File: src/rtl/popcnt_pkg.sv
// Shared types and elaboration-time helpers for the streaming population counter.
package popcnt_pkg;

  typedef enum logic [1:0] {
    MODE_THRESH = 2'd0,
    MODE_ALL    = 2'd1,
    MODE_ANY    = 2'd2,
    MODE_MAJ    = 2'd3
  } mode_e;

  function automatic int clog2(input int v);
    int r;
    longint x;
    r = 0;
    x = 1;
    while (x < longint'(v)) begin
      x = x * 2;
      r = r + 1;
    end
    return r;
  endfunction

  // Number of partial sums entering tree level l when starting from n bits.
  function automatic int level_count(input int n, input int l);
    int c;
    c = n;
    for (int i = 0; i < l; i++) begin
      c = (c + 1) / 2;
    end
    return c;
  endfunction

  function automatic int min_int(input int a, input int b);
    return (a < b) ? a : b;
  endfunction

endpackage

File: src/rtl/popcnt_add_level.sv
// One registered adder-tree level: pairwise sums of adjacent partial sums,
// odd leftover passed through, side-band (valid/mode/threshold) carried alongside.
module popcnt_add_level
  import popcnt_pkg::*;
#(
  parameter int N_IN  = 2,
  parameter int IN_W  = 1,
  parameter int OUT_W = 2,
  parameter int SB_W  = 1,
  localparam int N_OUT = (N_IN + 1) / 2
) (
  input  logic                   clk,
  input  logic                   rst_n,
  input  logic                   en,
  input  logic [N_IN*IN_W-1:0]   sum_i,
  input  logic [SB_W-1:0]        sb_i,
  output logic [N_OUT*OUT_W-1:0] sum_o,
  output logic [SB_W-1:0]        sb_o
);

  logic [N_OUT*OUT_W-1:0] sum_d;

  always_comb begin
    sum_d = '0;
    for (int i = 0; i < N_IN / 2; i++) begin
      sum_d[i*OUT_W +: OUT_W] = OUT_W'(sum_i[(2*i)*IN_W +: IN_W])
                              + OUT_W'(sum_i[(2*i+1)*IN_W +: IN_W]);
    end
    if (N_IN % 2 == 1) begin
      sum_d[(N_OUT-1)*OUT_W +: OUT_W] = OUT_W'(sum_i[(N_IN-1)*IN_W +: IN_W]);
    end
  end

  always_ff @(posedge clk or negedge rst_n) begin
    if (!rst_n) begin
      sum_o <= '0;
      sb_o  <= '0;
    end else if (en) begin
      sum_o <= sum_d;
      sb_o  <= sb_i;
    end
  end

endmodule

File: src/rtl/popcnt_stream.sv
// Streaming population counter: pipelined adder tree, per-beat hit decision,
// global-stall valid/ready handshake and a saturating hit accumulator.
module popcnt_stream
  import popcnt_pkg::*;
#(
  parameter int WIDTH = 9,
  parameter int ACC_W = 16,
  localparam int CNT_W = clog2(WIDTH + 1),
  localparam int LAT   = clog2(WIDTH) + 1,
  localparam int LVL   = LAT - 1
) (
  input  logic             clk,
  input  logic             rst_n,
  input  logic             in_valid,
  output logic             in_ready,
  input  logic [WIDTH-1:0] in_data,
  input  logic [1:0]       in_mode,
  input  logic [CNT_W-1:0] in_thresh,
  output logic             out_valid,
  input  logic             out_ready,
  output logic [CNT_W-1:0] out_cnt,
  output logic             out_hit,
  input  logic             acc_clr,
  output logic [ACC_W-1:0] acc_hits
);

  // Side-band layout: {valid, mode[1:0], thresh[CNT_W-1:0]}
  localparam int SB_W = 3 + CNT_W;

  logic            en;
  logic [SB_W-1:0] sb_in;

  assign en       = !out_valid || out_ready;
  assign in_ready = en;
  assign sb_in    = {in_valid & en, in_mode, in_thresh};

  genvar l;
  for (l = 0; l < LVL; l++) begin : g_lvl
    localparam int NI = level_count(WIDTH, l);
    localparam int NO = (NI + 1) / 2;
    localparam int IW = min_int(l + 1, CNT_W);
    localparam int OW = min_int(l + 2, CNT_W);

    logic [NI*IW-1:0] sum_i;
    logic [SB_W-1:0]  sb_i;
    logic [NO*OW-1:0] sum_o;
    logic [SB_W-1:0]  sb_o;

    if (l == 0) begin : g_head
      assign sum_i = in_data;
      assign sb_i  = sb_in;
    end else begin : g_tail
      assign sum_i = g_lvl[l-1].sum_o;
      assign sb_i  = g_lvl[l-1].sb_o;
    end

    popcnt_add_level #(
      .N_IN  (NI),
      .IN_W  (IW),
      .OUT_W (OW),
      .SB_W  (SB_W)
    ) u_add (
      .clk   (clk),
      .rst_n (rst_n),
      .en    (en),
      .sum_i (sum_i),
      .sb_i  (sb_i),
      .sum_o (sum_o),
      .sb_o  (sb_o)
    );
  end

  logic [CNT_W-1:0] tree_cnt;
  logic [SB_W-1:0]  tree_sb;
  logic             tree_vld;
  mode_e            tree_mode;
  logic [CNT_W-1:0] tree_thresh;
  logic             hit_d;

  assign tree_cnt    = g_lvl[LVL-1].sum_o;
  assign tree_sb     = g_lvl[LVL-1].sb_o;
  assign tree_vld    = tree_sb[SB_W-1];
  assign tree_mode   = mode_e'(tree_sb[SB_W-2 -: 2]);
  assign tree_thresh = tree_sb[CNT_W-1:0];

  // Threshold above WIDTH can never be reached, so it never hits.
  always_comb begin
    hit_d = 1'b0;
    case (tree_mode)
      MODE_THRESH: hit_d = (tree_cnt >= tree_thresh);
      MODE_ALL:    hit_d = (tree_cnt == CNT_W'(WIDTH));
      MODE_ANY:    hit_d = (tree_cnt != '0);
      MODE_MAJ:    hit_d = (tree_cnt > CNT_W'(WIDTH / 2));
      default:     hit_d = 1'b0;
    endcase
  end

  always_ff @(posedge clk or negedge rst_n) begin
    if (!rst_n) begin
      out_valid <= 1'b0;
      out_cnt   <= '0;
      out_hit   <= 1'b0;
    end else if (en) begin
      out_valid <= tree_vld;
      out_cnt   <= tree_cnt;
      out_hit   <= hit_d;
    end
  end

  // Clear takes priority over a hit delivered in the same cycle.
  always_ff @(posedge clk or negedge rst_n) begin
    if (!rst_n) begin
      acc_hits <= '0;
    end else if (acc_clr) begin
      acc_hits <= '0;
    end else if (out_valid && out_ready && out_hit && (acc_hits != '1)) begin
      acc_hits <= acc_hits + 1'b1;
    end
  end

endmodule
File: config.mk
export PLATFORM = sky130hd
export DESIGN_NAME = popcnt_stream
export DESIGN_NICKNAME = d
export VERILOG_FILES = /design/src/rtl/popcnt_pkg.sv /design/src/rtl/popcnt_add_level.sv /design/src/rtl/popcnt_stream.sv
export SDC_FILE = /design/constraint.sdc
export NUM_CORES = 1
export LEC_CHECK = 0
export BUFFER_PORTS_ARGS = -buffer_cell sky130_fd_sc_hd__buf_2
export CAP_MARGIN = 5
export CORE_MARGIN = 4
export CORE_UTILIZATION = 47
export CTS_CLUSTER_DIAMETER = 80
export CTS_CLUSTER_SIZE = 8
export DETAILED_ROUTE_END_ITERATION = 8
export PLACE_DENSITY = 0.69
export SLEW_MARGIN = 30
export SYNTH_ARGS = -nofsm -noshare
export SYNTH_HDL_FRONTEND = slang
export SYNTH_SLANG_ARGS = --single-unit
File: constraint.sdc
create_clock -name clk -period 1.9 [get_ports clk]
set_clock_uncertainty 0.05 [all_clocks]
set_input_delay 0.38 -clock clk [delete_from_list [all_inputs] [get_ports clk]]
set_output_delay 0.38 -clock clk [all_outputs]
set_load 0.05 [all_outputs]
Word-level counts from Yosys, hierarchy flattened
Index checks and enable logic that the tools add are counted.

Add/sub/neg operators: 9. Reductions and logical operators: 8. Magnitude comparators: 2. Muxes and demuxes: 3. Equality and inequality tests: 5. Bitwise gates (word level): 1.

Operators by type and width (count): 16-bit two-way mux (2); 16-bit by 1-bit adder with 16-bit output, second input constant (1); 16-bit inequality test, second input constant (1); 1-bit by 1-bit adder with 2-bit output (4); 2-bit by 2-bit adder with 3-bit output (2); 3-bit by 3-bit adder with 4-bit output (1); 4-bit by 1-bit adder with 4-bit output (1); 2-bit equality test, second input constant (2); 4-bit equality test, second input constant (1); 4-bit >= comparator (1); 4-bit by 3-bit greater-than comparator with 1-bit output, second input constant (1); 1-bit case mux with 4 select lines (1); 4-bit nonzero test (1); 1-bit logical AND (3); 2-bit by 1-bit equality test with 1-bit output, second input constant (1); 2-bit logical NOT (1); 2-bit nonzero test (1); 1-bit bitwise AND (1); 1-bit logical NOT (1); 1-bit logical OR (1).

Word-level logic and storage cells: 40. Output and inout bits: 23. Input port bits: 20. Flip-flop bits (word level): 75.

Depth between registers and ports, before layout
Word-level depth: 5. Gate-level depth with buffers: 6. Gate-level depth less buffers: 6.

Hierarchy
A second synthesis with hierarchy kept.

Cells, all modules: 300. Area, all modules: 3917.5 µm².

By module, submodules not included: popcnt_stream (cells each 138, seq. area each 550.5 µm², area an instance 1312.5 µm², times used 1); popcnt_add_level (g_lvl[0].u_add) (cells each 40, seq. area each 400.4 µm², area an instance 710.7 µm², times used 1); popcnt_add_level (g_lvl[1].u_add) (cells each 43, seq. area each 375.4 µm², area an instance 698.2 µm², times used 1); popcnt_add_level (g_lvl[2].u_add) (cells each 44, seq. area each 350.3 µm², area an instance 669.4 µm², times used 1); popcnt_add_level (g_lvl[3].u_add) (cells each 35, seq. area each 275.3 µm², area an instance 526.8 µm², times used 1).

Worst setup path before layout
No wires, ideal clock.

Path type: register -> register. From: register acc_hits[4]. To: register acc_hits[11]. Data required time: 1.725 ns. Period minus slack after synthesis: 2.171 ns. Setup time: 0.125 ns. Arrival: 1.997 ns. Stages on the path, launching flop included: 5. Buffers on the path: 0. Slack: -0.271 ns. Path through: dfrtp_1 nand4_4 nor4_1 o31a_1 mux2_2.

Longest elaborated chain between the ends: 3. Elaborated cells on any way between the ends: 6. Those cells by class: add/sub (1); eq/ne (1); mux (2); reduce/logical (2).

Ends and longest elaborated chain: from (decl) (line popcnt_stream.sv:24) `output logic [ACC_W-1:0] acc_hits`; from (signal assigned) (line popcnt_stream.sv:117) `acc_hits <= acc_hits + 1'b1;`; 16-bit by 1-bit adder with 16-bit output / 16-bit inequality test (equally long branches) (line popcnt_stream.sv:117, popcnt_stream.sv:116); 16-bit two-way mux / 1-bit logical AND (equally long branches) (line popcnt_stream.sv:116) `end else if (out_valid && out_ready && out_hit && (acc_hits != '1)) begin`; 16-bit two-way mux / 2-bit nonzero test (equally long branches).

Several ways; a longest one is shown, not always the timed one. The select of a mux whose other input is x is not followed. A chain may end at the register's enable or synchronous reset.

Final worst setup path
From: register out_valid. To: output in_ready.

Longest elaborated chain between the ends: 2.

Ends and longest elaborated chain: from (decl) (line popcnt_stream.sv:19) `output logic out_valid,`; from (signal assigned) (line popcnt_stream.sv:104) `out_valid <= tree_vld;`; 1-bit logical NOT (line popcnt_stream.sv:33) `assign en = !out_valid || out_ready;`; 1-bit logical OR (line popcnt_stream.sv:33); to (decl) (line popcnt_stream.sv:15) `output logic in_ready,`.

No other way between the ends.

==> key figures <==
STA
  – Final worst-path cycle share: 0.946
  – Post-route setup slack: 0.103 ns
  – Fin. max-slew vios: 0
  – Setup_tns: 0 ns
  – RSZ-0062 raised after global routing: false
  – Final hold vios: 6
  – Slew Limit Headroom: 0.588
  – Tmin final: 1.80 ns
  – Min Hold Slack: -0.00400 ns
  – Setup Viol. Count Final: 0
  – Worst slew pin tran: 0.618 ns
  – Fmax: 0.557 GHz

Place
  – Post-DP HPWL: 4.64 mm
  – Dpl ws: 0.0542 ns
  – Gpl congestion: 0.848
  – Port bufs: 42

Power
  – Sw Ratio: 0.378
  – LEAKAGE: 2.04 nW
  – Pwr per Cell Area: 1330 nW/um^2
  – Maximum vdd drop: 0.763 mV
  – Comb pwr share: 0.324
  – Seq pwr share: 0.455
  – Internal power: 0.00342 W
  – Sw power: 0.00208 W
  – Clock Power Share: 0.221

Logic synthesis
  – FF+latch count, synth: 75
  – Post-synthesis async set-or-reset flop share: 1.00
  – Mapped Area: 3500 sq um
  – Syn nets: 414
  – Synthesized instance count: 375
  – Sequential area share after synthesis: 0.537
  – Ys flop type: dfrtp_1
  – Avg Inst Size Synth: 9.32 sq um
  – Synth unique cells: 41
  – Post-synth EDFFs: 0
  – Synth Warn #: 0

Global route
  – Largest net degree at the start of global routing: 52
  – First-pass GRT wire length: 11.8 mm
  – Grt total ovfl: 0
  – Initial antenna violation count: 0
  – Vias in the first global route: 2522
  – GR Util All Layers: 0.168

Clocking
  – Clock sinks: 75
  – CTS buffer count: 9
  – Clk_lat worst skew: 0.34 ns
  – CTS tree: built
  – CTS root buf: clkbuf_8
  – CTS hold repair buffers: 0
  – CTS max path bufs: 2
  – Htree depth: 3
  – Reg clk slew, reported paths: 0.08 ns

Die
  – Core ar.: 7250 sq um
  – Die area: 8880 sq um
  – Num ports: 43
  – Placement Rows: 31
  – Vert. Die Dim: 94.2 microns
  – Initial Utilization: 0.482
  – Die W: 94.2 microns

Worst setup path
  – Reg-to-reg endpoint: acc_hits[12]$_DFFE_PN0P_
  – Critical path peak fanout: 11
  – Critical path required time: 1.47 ns
  – Setup CP Type: reg2out
  – Reg2reg start: acc_hits[4]$_DFFE_PN0P_
  – R2r setup slk: 0.12 ns
  – Critical Path End Type: output pin
  – Critical path arrival: 1.37 ns
  – Startpoint types: register
  – Length in cells of the worst reg-to-reg path: 4

Outcome
  – Failing checks: negative hold slack
  – Status: finished with violations

Detailed routing
  – DRT Wirelength: 6.72 mm
  – Drt drc: 0
  – Iter 0 DRT Violations: 143
  – Drt pass-1 iters: 4
  – Via count: 2667
  – Vias/cell: 5.02
  – Final ANT Viol Nets: 0
  – Average wire per cell in the routed design: 12.7 microns

Cells and area
  – Fill cells: 654
  – Footprint of the multi-input gates: 1520 sq um
  – Area growth from synthesis to layout: 18.6%
  – Nets: 466
  – Commonest non-fill, non-tap cell in the layout: nand2_1
  – Commonest cells after routing, fill and taps aside: nand2_1 (133), dfrtp_1 (59), buf_2 (41), nor2_1 (18), o21ai_0 (17)
  – Antenna diode count: 0
  – Final Util: 0.572
  – Register Area: 1900 sq um
  – Layout cells sized above 1: 0.236

Job
  – Max-cap violations: 0

Hold path
  – Worst min-delay path category: in2async
## area by class of cell
class / instances / share of cell area
timing repair buffer: 56 / 0.0827
inverter: 17 / 0.0154
multi-input combinational: 268 / 0.366
clock inverter: 7 / 0.0184
clock buffer: 9 / 0.0299
tap: 99 / 0.0299
sequential: 75 / 0.457
## worst max path at each step
stage,start,to,slack (ns),depth (start not counted)
6_report,out_valid$_DFFE_PN0N_,in_ready,0.10,3
4_1_cts,out_valid$_DFFE_PN0N_,in_ready,0.007,3
2_1_floorplan,acc_hits[14]$_DFFE_PN0P_,acc_hits[6]$_DFFE_PN0P_,0.003,4
3_3_place_gp,out_ready,acc_hits[12]$_DFFE_PN0P_,0.07,5
3_5_place_dp,out_ready,acc_hits[12]$_DFFE_PN0P_,0.05,5
5_1_grt,acc_hits[4]$_DFFE_PN0P_,acc_hits[12]$_DFFE_PN0P_,0.008,4
## synthesized netlist by cell type, types with 2 or more instances
master / instances / area (sq um)
nand2_1: 133 / 499
dfrtp_1: 75 / 1880
nor2_1: 18 / 67.6
o21ai_0: 17 / 85.1
ha_1: 16 / 200
inv_1: 16 / 60.1
a21oi_1: 14 / 70.1
clkbuf_1: 12 / 45.0
nand3_1: 7 / 35.0
nor4_1: 7 / 43.8
nor3_1: 5 / 25.0
mux2_2: 4 / 45.0
nand2b_1: 4 / 25.0
fa_1: 3 / 60.1
mux2i_1: 3 / 30.0
nand4_1: 3 / 18.8
nor2b_1: 3 / 18.8
o31ai_1: 3 / 22.5
or3_1: 3 / 18.8
or4_1: 3 / 22.5
a211oi_1: 2 / 15.0
a21o_1: 2 / 15.0
a31oi_1: 2 / 12.5
o211ai_1: 2 / 15.0
xor2_1: 2 / 17.5
## metal layers
layer  wire length [microns]  part of all wire  global-route usage
met5                       0                 0                   0
met4                      97             0.014              0.0469
met3                     421             0.063              0.0505
met2                    3090              0.46               0.267
met1                    3110              0.46               0.224
## state kept, by name, indices dropped and copies added, names as in the netlist
signal / cells
g_lvl.u_add.sb_o: 28
out_cnt: 4
out_hit: 1
acc_hits: 16
out_valid: 1
g_lvl.u_add.sum_o: 25
## power by group through the flow
stage	clock [W]	sequential [W]	combinational [W]
3_3_place_gp	0	0.00251	0.00174
6_report	0.00122	0.00250	0.00178
5_1_grt	0.00132	0.00258	0.00210
3_5_place_dp	0	0.00254	0.00180
2_1_floorplan	0	0.00267	0.00114
4_1_cts	0.00125	0.00251	0.00181
## metrics by stage
step	cell area [sq um]	std cells	total power [W]
floorplan	3530	375	0.00382
CTS	4130	530	0.00557
detailed placement	3930	514	0.00434
global placement	3930	514	0.00425
global route	4150	531	0.00600
finish	4150	531	0.00550
## critical path: stages, from the launching register on
cell	delay, ns
dfrtp_2	0.44
nor2b_4	0.15
inv_2	0.19
buf_4	0.25
## cell families (layout without fill, tap and decap cells)
logic type               count (synthesis)  count (layout)  share of synthesized area
AND/OR/NAND/NOR                        192             192                      0.242
adder cells (fa/ha/maj)                 19              19                     0.0744
AO/OA/AOI/OAI                           47              47                     0.0795
XOR/XNOR                                 3               3                    0.00752
buffers and inverters                   32              89                     0.0379
flip-flops                              75              75                      0.537
multiplexers                             7               7                     0.0215
## what timing repair did
| item | 4_1_cts | 5_1_grt |
|---|---|---|
| resized for setup | 0 | 3 |
| endpoints found under the setup margin | 0 | 4 |
| setup buffers | 0 | 1 |
Note: power is estimated with default switching activity, not from simulation.
